## config.mk

```make
export PLATFORM = sky130hd
export DESIGN_NAME = corral_host
export DESIGN_NICKNAME = d
export VERILOG_FILES = /design/src/rtl/corral_pkg.sv /design/src/rtl/corral_sat_counter.sv /design/src/rtl/corral_host.sv
export SDC_FILE = /design/constraint.sdc
export NUM_CORES = 1
export LEC_CHECK = 0
export ABC_AREA = 1
export BUFFER_PORTS_ARGS = -buffer_cell sky130_fd_sc_hd__clkbuf_2
export CELL_PAD_IN_SITES_DETAIL_PLACEMENT = 1
export CELL_PAD_IN_SITES_GLOBAL_PLACEMENT = 1
export CORE_MARGIN = 2
export CORE_UTILIZATION = 32
export CTS_BUF_LIST = sky130_fd_sc_hd__clkbuf_16
export CTS_CLUSTER_SIZE = 24
export DETAILED_ROUTE_END_ITERATION = 6
export PLACE_DENSITY_LB_ADDON = 0.1
export SYNTH_ARGS = -nofsm -noshare
export SYNTH_HDL_FRONTEND = slang
export SYNTH_SLANG_ARGS = --single-unit
```

## constraint.sdc

```tcl
create_clock -name clock -period 1.1 [get_ports clock]
set_input_delay 0 -clock clock [delete_from_list [all_inputs] [get_ports clock]]
set_output_delay 0 -clock clock [all_outputs]
set_load 0.005 [all_outputs]
```

## src/rtl/corral_pkg.sv

```systemverilog
// Shared types and widths for the corral game host adapter.
package corral_pkg;
    localparam int MOVE_W = 3;
    localparam int POS_W  = 4;

    typedef enum logic [2:0] {
        S_IDLE,
        S_ISSUE,
        S_CAP_COW,
        S_CAP_HORSE,
        S_CAP_STAT,
        S_RESP,
        S_DONE
    } state_e;
endpackage

```

## src/rtl/corral_sat_counter.sv

```systemverilog
// Saturating up-counter with synchronous clear; clear has priority over increment.
module corral_sat_counter #(
    parameter int W = 8
) (
    input  logic         clock,
    input  logic         reset_n,
    input  logic         inc,
    input  logic         clr,
    output logic [W-1:0] count
);
    logic [W-1:0] count_q;

    always_ff @(posedge clock or negedge reset_n) begin
        if (!reset_n)                      count_q <= '0;
        else if (clr)                      count_q <= '0;
        else if (inc && (count_q != '1))   count_q <= count_q + 1'b1;
    end

    assign count = count_q;
endmodule

```

## src/rtl/corral_host.sv

```systemverilog
// Host-side adapter for the corral game: issues one move per command, then
// captures cowboy, horse and status over three cycles and holds them for the host.
module corral_host
    import corral_pkg::*;
#(
    parameter int CNT_W = 8
) (
    input  logic              clock,
    input  logic              reset_n,
    input  logic              cmd_valid,
    input  logic [MOVE_W-1:0] cmd_move,
    output logic              cmd_ready,
    input  logic              clear,
    output logic              game_enter,
    output logic [MOVE_W-1:0] game_move,
    input  logic [POS_W-1:0]  game_data,
    input  logic              game_gameover,
    input  logic              game_lostwon,
    input  logic              game_ready,
    output logic              rsp_valid,
    input  logic              rsp_ready,
    output logic [POS_W-1:0]  rsp_cowboy,
    output logic [POS_W-1:0]  rsp_horse,
    output logic              rsp_gameover,
    output logic              rsp_lostwon,
    output logic              rsp_gready,
    output logic [CNT_W-1:0]  move_count
);
    state_e              state_q;
    logic                game_enter_q;
    logic [MOVE_W-1:0]   game_move_q;
    logic                rsp_valid_q;
    logic [POS_W-1:0]    rsp_cowboy_q, rsp_horse_q;
    logic                rsp_gameover_q, rsp_lostwon_q, rsp_gready_q;
    logic                accept, cnt_clr;

    // clear beats a simultaneous command in IDLE
    assign accept  = (state_q == S_IDLE) && cmd_valid && !clear;
    assign cnt_clr = clear && ((state_q == S_IDLE) || (state_q == S_DONE));

    always_ff @(posedge clock or negedge reset_n) begin
        if (!reset_n) begin
            state_q        <= S_IDLE;
            game_enter_q   <= 1'b0;
            game_move_q    <= '0;
            rsp_valid_q    <= 1'b0;
            rsp_cowboy_q   <= '0;
            rsp_horse_q    <= '0;
            rsp_gameover_q <= 1'b0;
            rsp_lostwon_q  <= 1'b0;
            rsp_gready_q   <= 1'b0;
        end else begin
            // enter/move are a single-cycle pulse, only while in ISSUE
            game_enter_q <= 1'b0;
            game_move_q  <= '0;
            case (state_q)
                S_IDLE: if (accept) begin
                    game_enter_q <= 1'b1;
                    game_move_q  <= cmd_move;
                    state_q      <= S_ISSUE;
                end
                S_ISSUE:     state_q <= S_CAP_COW;
                S_CAP_COW: begin
                    rsp_cowboy_q <= game_data;
                    state_q      <= S_CAP_HORSE;
                end
                S_CAP_HORSE: begin
                    rsp_horse_q <= game_data;
                    state_q     <= S_CAP_STAT;
                end
                S_CAP_STAT: begin
                    rsp_gameover_q <= game_gameover;
                    rsp_lostwon_q  <= game_lostwon;
                    rsp_gready_q   <= game_ready;
                    rsp_valid_q    <= 1'b1;
                    state_q        <= S_RESP;
                end
                S_RESP: if (rsp_ready) begin
                    rsp_valid_q <= 1'b0;
                    state_q     <= rsp_gameover_q ? S_DONE : S_IDLE;
                end
                S_DONE:  if (clear) state_q <= S_IDLE;
                default: state_q <= S_IDLE;
            endcase
        end
    end

    corral_sat_counter #(.W(CNT_W)) u_cnt (
        .clock   (clock),
        .reset_n (reset_n),
        .inc     (accept),
        .clr     (cnt_clr),
        .count   (move_count)
    );

    // gated by reset so every output reads zero while reset is held
    assign cmd_ready    = reset_n && (state_q == S_IDLE);
    assign game_enter   = game_enter_q;
    assign game_move    = game_move_q;
    assign rsp_valid    = rsp_valid_q;
    assign rsp_cowboy   = rsp_cowboy_q;
    assign rsp_horse    = rsp_horse_q;
    assign rsp_gameover = rsp_gameover_q;
    assign rsp_lostwon  = rsp_lostwon_q;
    assign rsp_gready   = rsp_gready_q;
endmodule

```

Word level (Yosys, flattened, before mapping)
Index checks and enable logic that the tools add are counted.
- register bits: 27
- input port bits: 15
- output and inout port bits: 25
- $add $sub $neg: 1
- eq/ne operators: 10
- multiplexer cells: 13
- reduce and logical (&&, ||, !) cells: 12
- operator list (kind ; number):
    $pmux W3 S7 ; 1
    $mux W3 ; 6
    $mux W8 ; 2
    $eq A3 B3 Y1 const B ; 3
    $add A8 B1 Y8 const B ; 1
    $ne A8 B8 Y1 const B ; 1
    $eq A3 B2 Y1 const B ; 2
    $logic_and A1 B1 Y1 ; 5
    $ne A2 B2 Y1 const B ; 2
    $reduce_bool A2 Y1 ; 2
    $eq A3 B1 Y1 const B ; 1
    $logic_not A3 Y1 ; 1
    $mux W1 ; 3
    $reduce_and A3 Y1 ; 1
    $ne A2 B1 Y1 const B ; 1
    $pmux W1 S2 ; 1
    $reduce_and A2 Y1 ; 1
    $logic_not A1 Y1 ; 1
    $logic_or A1 B1 Y1 ; 1

Longest topological paths before layout
- depth in word-level cells: 6
- depth in mapped cells: 8
- gate-level depth less buffers: 8

Hierarchy
Synthesis repeated with hierarchy kept, for this count alone.
- cell total of the unflattened synthesis: 165
- area total of the unflattened synthesis: 1356.3 um^2
- by module, submodules not included (module ; instances ; cells each ; area each (um^2)):
    corral_host ; 1 ; 91 ; 844.6
    corral_sat_counter ; 1 ; 74 ; 511.7

Worst setup path before layout
No wires, ideal clock.
- path kind: register -> register
- start: register u_cnt.count_q[0], in the netlist u_cnt.count[0]
- end: register u_cnt.count_q[5], in the netlist u_cnt.count[5]
- arrival: 1117 ps
- data required time: 983 ps
- path slack: -134 ps
- cell stages (with the launch flop): 9
- buffers on the path: 0
- cell sequence: dfrtp_1 ha_1 nand2_1 nor2_1 nand2_1 nand2_4 inv_2 nand3_1 nand2_1
- cells in the longest elaborated chain, start to end: 3
- elaborated cells between the ends (all ways): 6
- those cells by class: add/sub (1); eq/ne (1); mux (2); reduce/logical (2)
- ends and longest elaborated chain (element ; line ; text):
    start, declared ; corral_sat_counter.sv:11 ; logic [W-1:0] count_q;
    start signal, assigned ; corral_sat_counter.sv:16 ; else if (inc && (count_q != '1)) count_q <= count_q + 1'b1;
    $add A8 B1 Y8 / $ne A8 B8 Y1 (equally long branches) ; corral_sat_counter.sv:16 ;
    $mux W8 / $logic_and A1 B1 Y1 (equally long branches) ; corral_sat_counter.sv:16 ;
    $mux W8 / $reduce_bool A2 Y1 (equally long branches) ; -- ;
Parallel ways exist; a longest one is shown, timed or not. The select of a mux whose other input is x is not followed.
A chain may end at the register's enable or synchronous reset.

Final worst setup path
- start: register state_q[0]
- end: register u_cnt.count_q[2], in the netlist u_cnt.count[2]
- cells in the longest elaborated chain, start to end: 5
- elaborated cells between the ends (all ways): 9
- those cells by class: eq/ne (1); mux (1); reduce/logical (7)
- ends and longest elaborated chain (element ; line ; text):
    start, declared ; corral_host.sv:29 ; state_e state_q;
    start signal, assigned ; corral_host.sv:80 ; state_q <= rsp_gameover_q ? S_DONE : S_IDLE;
    $logic_not A3 Y1 ; corral_host.sv:38, corral_host.sv:39 ;
    $logic_and A1 B1 Y1 (2 in a row) ; corral_host.sv:38 ; assign accept = (state_q == S_IDLE) && cmd_valid && !clear;
    $logic_and A1 B1 Y1 ; corral_sat_counter.sv:16 ;
    $reduce_bool A2 Y1 (no source line) ; -- ;
Parallel ways exist; a longest one is shown, timed or not.

==> flow_metrics.py <==
metrics = {
    "placement": {
        "post_dp_cell_area_um2": 1739,
        "portBuffers": 39,
        "placer_congestion": 0.8036,
        "hpwl_mm": 2.896,
        "dpl.cell_count": 268,
    },
    "die": {
        "die_area_um2": 4601,
        "chipHeight_um": 67.83,
        "initial_utilization": 0.3283,
        "std_cell_rows": 23,
        "die_x_um": 67.83,
        "pin_count": 40,
        "core_region_area_um2": 3971,
    },
    "status": {
        "violated_checks": "negative hold slack, negative setup slack",
        "run_status": "complete, but fails checks",
    },
    "final_layout": {
        "diodes": 0,
        "final_layout_size_suffix_gt1_frac": 0.4407,
        "area_growth_syn_to_layout_pct": 58.25,
        "finalNonFillerCells": 286,
        "final_common_cell": "sky130_fd_sc_hd__clkbuf_2",
        "fin_area_um2": 2063,
        "mostFrequentLayoutCells": "39 x sky130_fd_sc_hd__clkbuf_2, 27 x sky130_fd_sc_hd__nand2_1, 25 x sky130_fd_sc_hd__dfrtp_1, 24 x sky130_fd_sc_hd__inv_1, 19 x sky130_fd_sc_hd__buf_4",
        "fin_nets": 253,
    },
    "yosys": {
        "synthDistinctLibCells": 19,
        "synthesis.yosys.warnings": 0,
        "post_syn_area_um2": 1304,
        "synth.ff_latch_count": 27,
        "synth.net_count": 174,
        "synth_cells": 158,
        "yosysSeqAreaShare": 0.5182,
        "syn_avg_cell_area_um2": 8.252,
    },
    "clocking": {
        "worst_skew_pair.late_latency_ns": 0.26,
        "h-tree-depth": 1,
        "cts_tree": "yes",
        "number_of_clock_sinks": 27,
        "cts.clk_slew.worst_paths_ns": 0.07,
        "cts_root_buf": "sky130_fd_sc_hd__clkbuf_16",
        "ctsLongestPathBuffers": 2,
        "cts_made_buffers": 3,
    },
    "critical_path": {
        "worstPathCellList": "nor2_4, nand2_4, nor2_8, nand2_2, nand3_1, nand2_1",
        "maximum_single_stage_delay_on_the_critical_path_ns": 0.44,
        "timing.rr.start": "state_q[0]",
        "crit_start": "state_q[0]",
        "crit_path_start_kind": "register",
        "timing.critical_path.fanout_max": 4,
        "critPathCaptureType": "register",
        "worst_ep_required_time_ns": 1.26,
        "critical_path.slowest_cell": "sky130_fd_sc_hd__dfrtp_2",
        "critical_path_class": "register to register",
        "cp_data_arrival_time_ns": 1.39,
    },
    "timing": {
        "worst_slew_margin_rel": 0.7639,
        "finClkSkew_ns": 0.003937,
        "final-setup-viol-count": 23,
        "setup_repair_after_global_routing_missed_its_margin": "yes",
        "layout_min_cycle_time_ns": 1.234,
        "setup_slack_ns": -0.1344,
        "final_critical_path_share_of_the_clock_period": 1.122,
        "holdWs_ns": -0.0007844,
        "timing_worst_slew_pin_value_ns": 0.3541,
        "final_hold_violating_endpoints": 1,
        "timing.fmax_ghz": 0.8101,
        "report.final.slew_viol_count": 0,
    },
    "job": {
        "cap_violations": 0,
    },
    "power_and_ir_drop": {
        "vdd.ir_drop.worst_mv": 1.037,
        "power-per-cell-area_nw_per_um2": 2102,
        "power_leakage_nw": 1.125,
    },
    "detailed_routing": {
        "route.vias.total": 1324,
        "met1_length_mm": 1.502,
        "remaining_drc_errors": 0,
        "detail_route.wl_per_cell_um": 13.29,
        "drt-pass1-iter-count": 4,
        "highest_metal_used": "met4",
        "met3_length_um": 92,
        "antenna_violating_nets_post_route": 0,
        "wl_mm": 3.802,
        "dr.first_iter.drc_count": 29,
        "met2_length_mm": 2.173,
        "number_of_vias_per_cell_after_detailed_routing": 4.629,
    },
    "min_path": {
        "timing.hold.worst.start": "game_data[2]",
        "min_path_type": "input port to register",
    },
    "global_routing": {
        "initial_antenna_violation_count": 0,
        "global_route.usage.total": 0.1737,
        "grt_start_max_net_pins": 28,
        "grt_first_pass_wirelength_mm": 5.975,
        "first_global_vias": 1401,
        "gr-total-overflow": 0,
    },
}
==> layer usage <==
| metal | vias up | track usage |
|---|---|---|
| li1 | 655 | - |
| met1 | 643 | 0.1827 |
| met2 | 22 | 0.3493 |
| met3 | 4 | 0.03125 |
| met4 | 0 | 0.04500 |
| met5 | - | 0 |
==> final timing paths <==
kind	endpoint	slack [ns]	cells after the start
setup / recovery	u_cnt.count[2]	-0.13	6
hold / removal	rsp_cowboy[2]	-0.0008	3
setup reg to reg	u_cnt.count[2]	-0.13	6
hold reg to reg	rsp_horse[0]	0.50	2
max in group asynchronous	state_q[1]	0.50	3
min in group asynchronous	u_cnt.count[7]	0.32	3
==> synth_stat cells, drive strengths merged <==
cell type,instances,share of area
nand4,2,0.0096
inv,27,0.078
dfrtp,27,0.52
mux2i,1,0.0077
ha,1,0.0096
nor2,22,0.082
xor2,1,0.0067
mux2,2,0.017
a21oi,5,0.019
o21ai,13,0.050
and2,1,0.0048
nand3,16,0.061
nand2,40,0.14
==> final cells by class <==
type                       count  area, µm²
timing repair buffer          73      503.0
multi-input combinational    105      629.4
fill                         502       1908
tap                           50      62.56
sequential                    27      678.2
clock buffer                   3      75.07
clock inverter                 1      8.758
inverter                      27      106.4
==> report_power, final <==
part | switching [W] | internal [W] | total, W
Combinational | 0.00101 | 0.000929 | 0.00194
Clock | 0.000357 | 0.000503 | 0.000860
Sequential | 0.000219 | 0.00132 | 0.00154
==> stage by stage <==
step                      setup slack [ns]  utilization  setup TNS (ns)  total power, W
after floorplan                    -0.1033            -         -0.7298        0.002376
after global placement             -0.1347       0.4379          -1.291        0.003097
after detailed placement           -0.1843       0.4379          -2.280        0.003206
after CTS                          -0.1452       0.5019          -2.812        0.004274
after global routing               -0.2118       0.5195          -3.152        0.004676
final                              -0.1344       0.5195          -1.682        0.004336
==> registers in the layout (all words and copies together), names as in the netlist <==
register and flops:
rsp_gready 1, rsp_gameover 1, game_enter 1, u_cnt.count 8, game_move 3, rsp_cowboy 4
state_q 3, rsp_horse 4, rsp_valid 1, rsp_lostwon 1
==> critical path, delay by kind of cell, from the launching register on <==
| family | cells | cell delay, ns |
|---|---|---|
| and+or+nand+nor | 6 | 0.68 |
| DFF | 1 | 0.44 |
==> cells by family (layout without fill, tap and decap cells) <==
family	Yosys count	count (layout)	share of synthesized area
mux	3	3	0.02495
buf+inv	27	104	0.07774
flops	27	27	0.5182
xor+xnor	1	1	0.006719
fa+ha+maj	1	1	0.009595
simple gates	81	82	0.2937
compound gates	18	18	0.06909
==> what timing repair did <==
item                                   in CTS  in global routing
resized for setup                           9                 25
hold buffers                               10                  0
cloned                                      1                  0
setup buffers                               3                  0
setup endpoints to repair                  26                 27
endpoints found under the hold margin      37                  0
pin swaps                                   8                  5
Note: power is estimated with default switching activity, not from simulation.
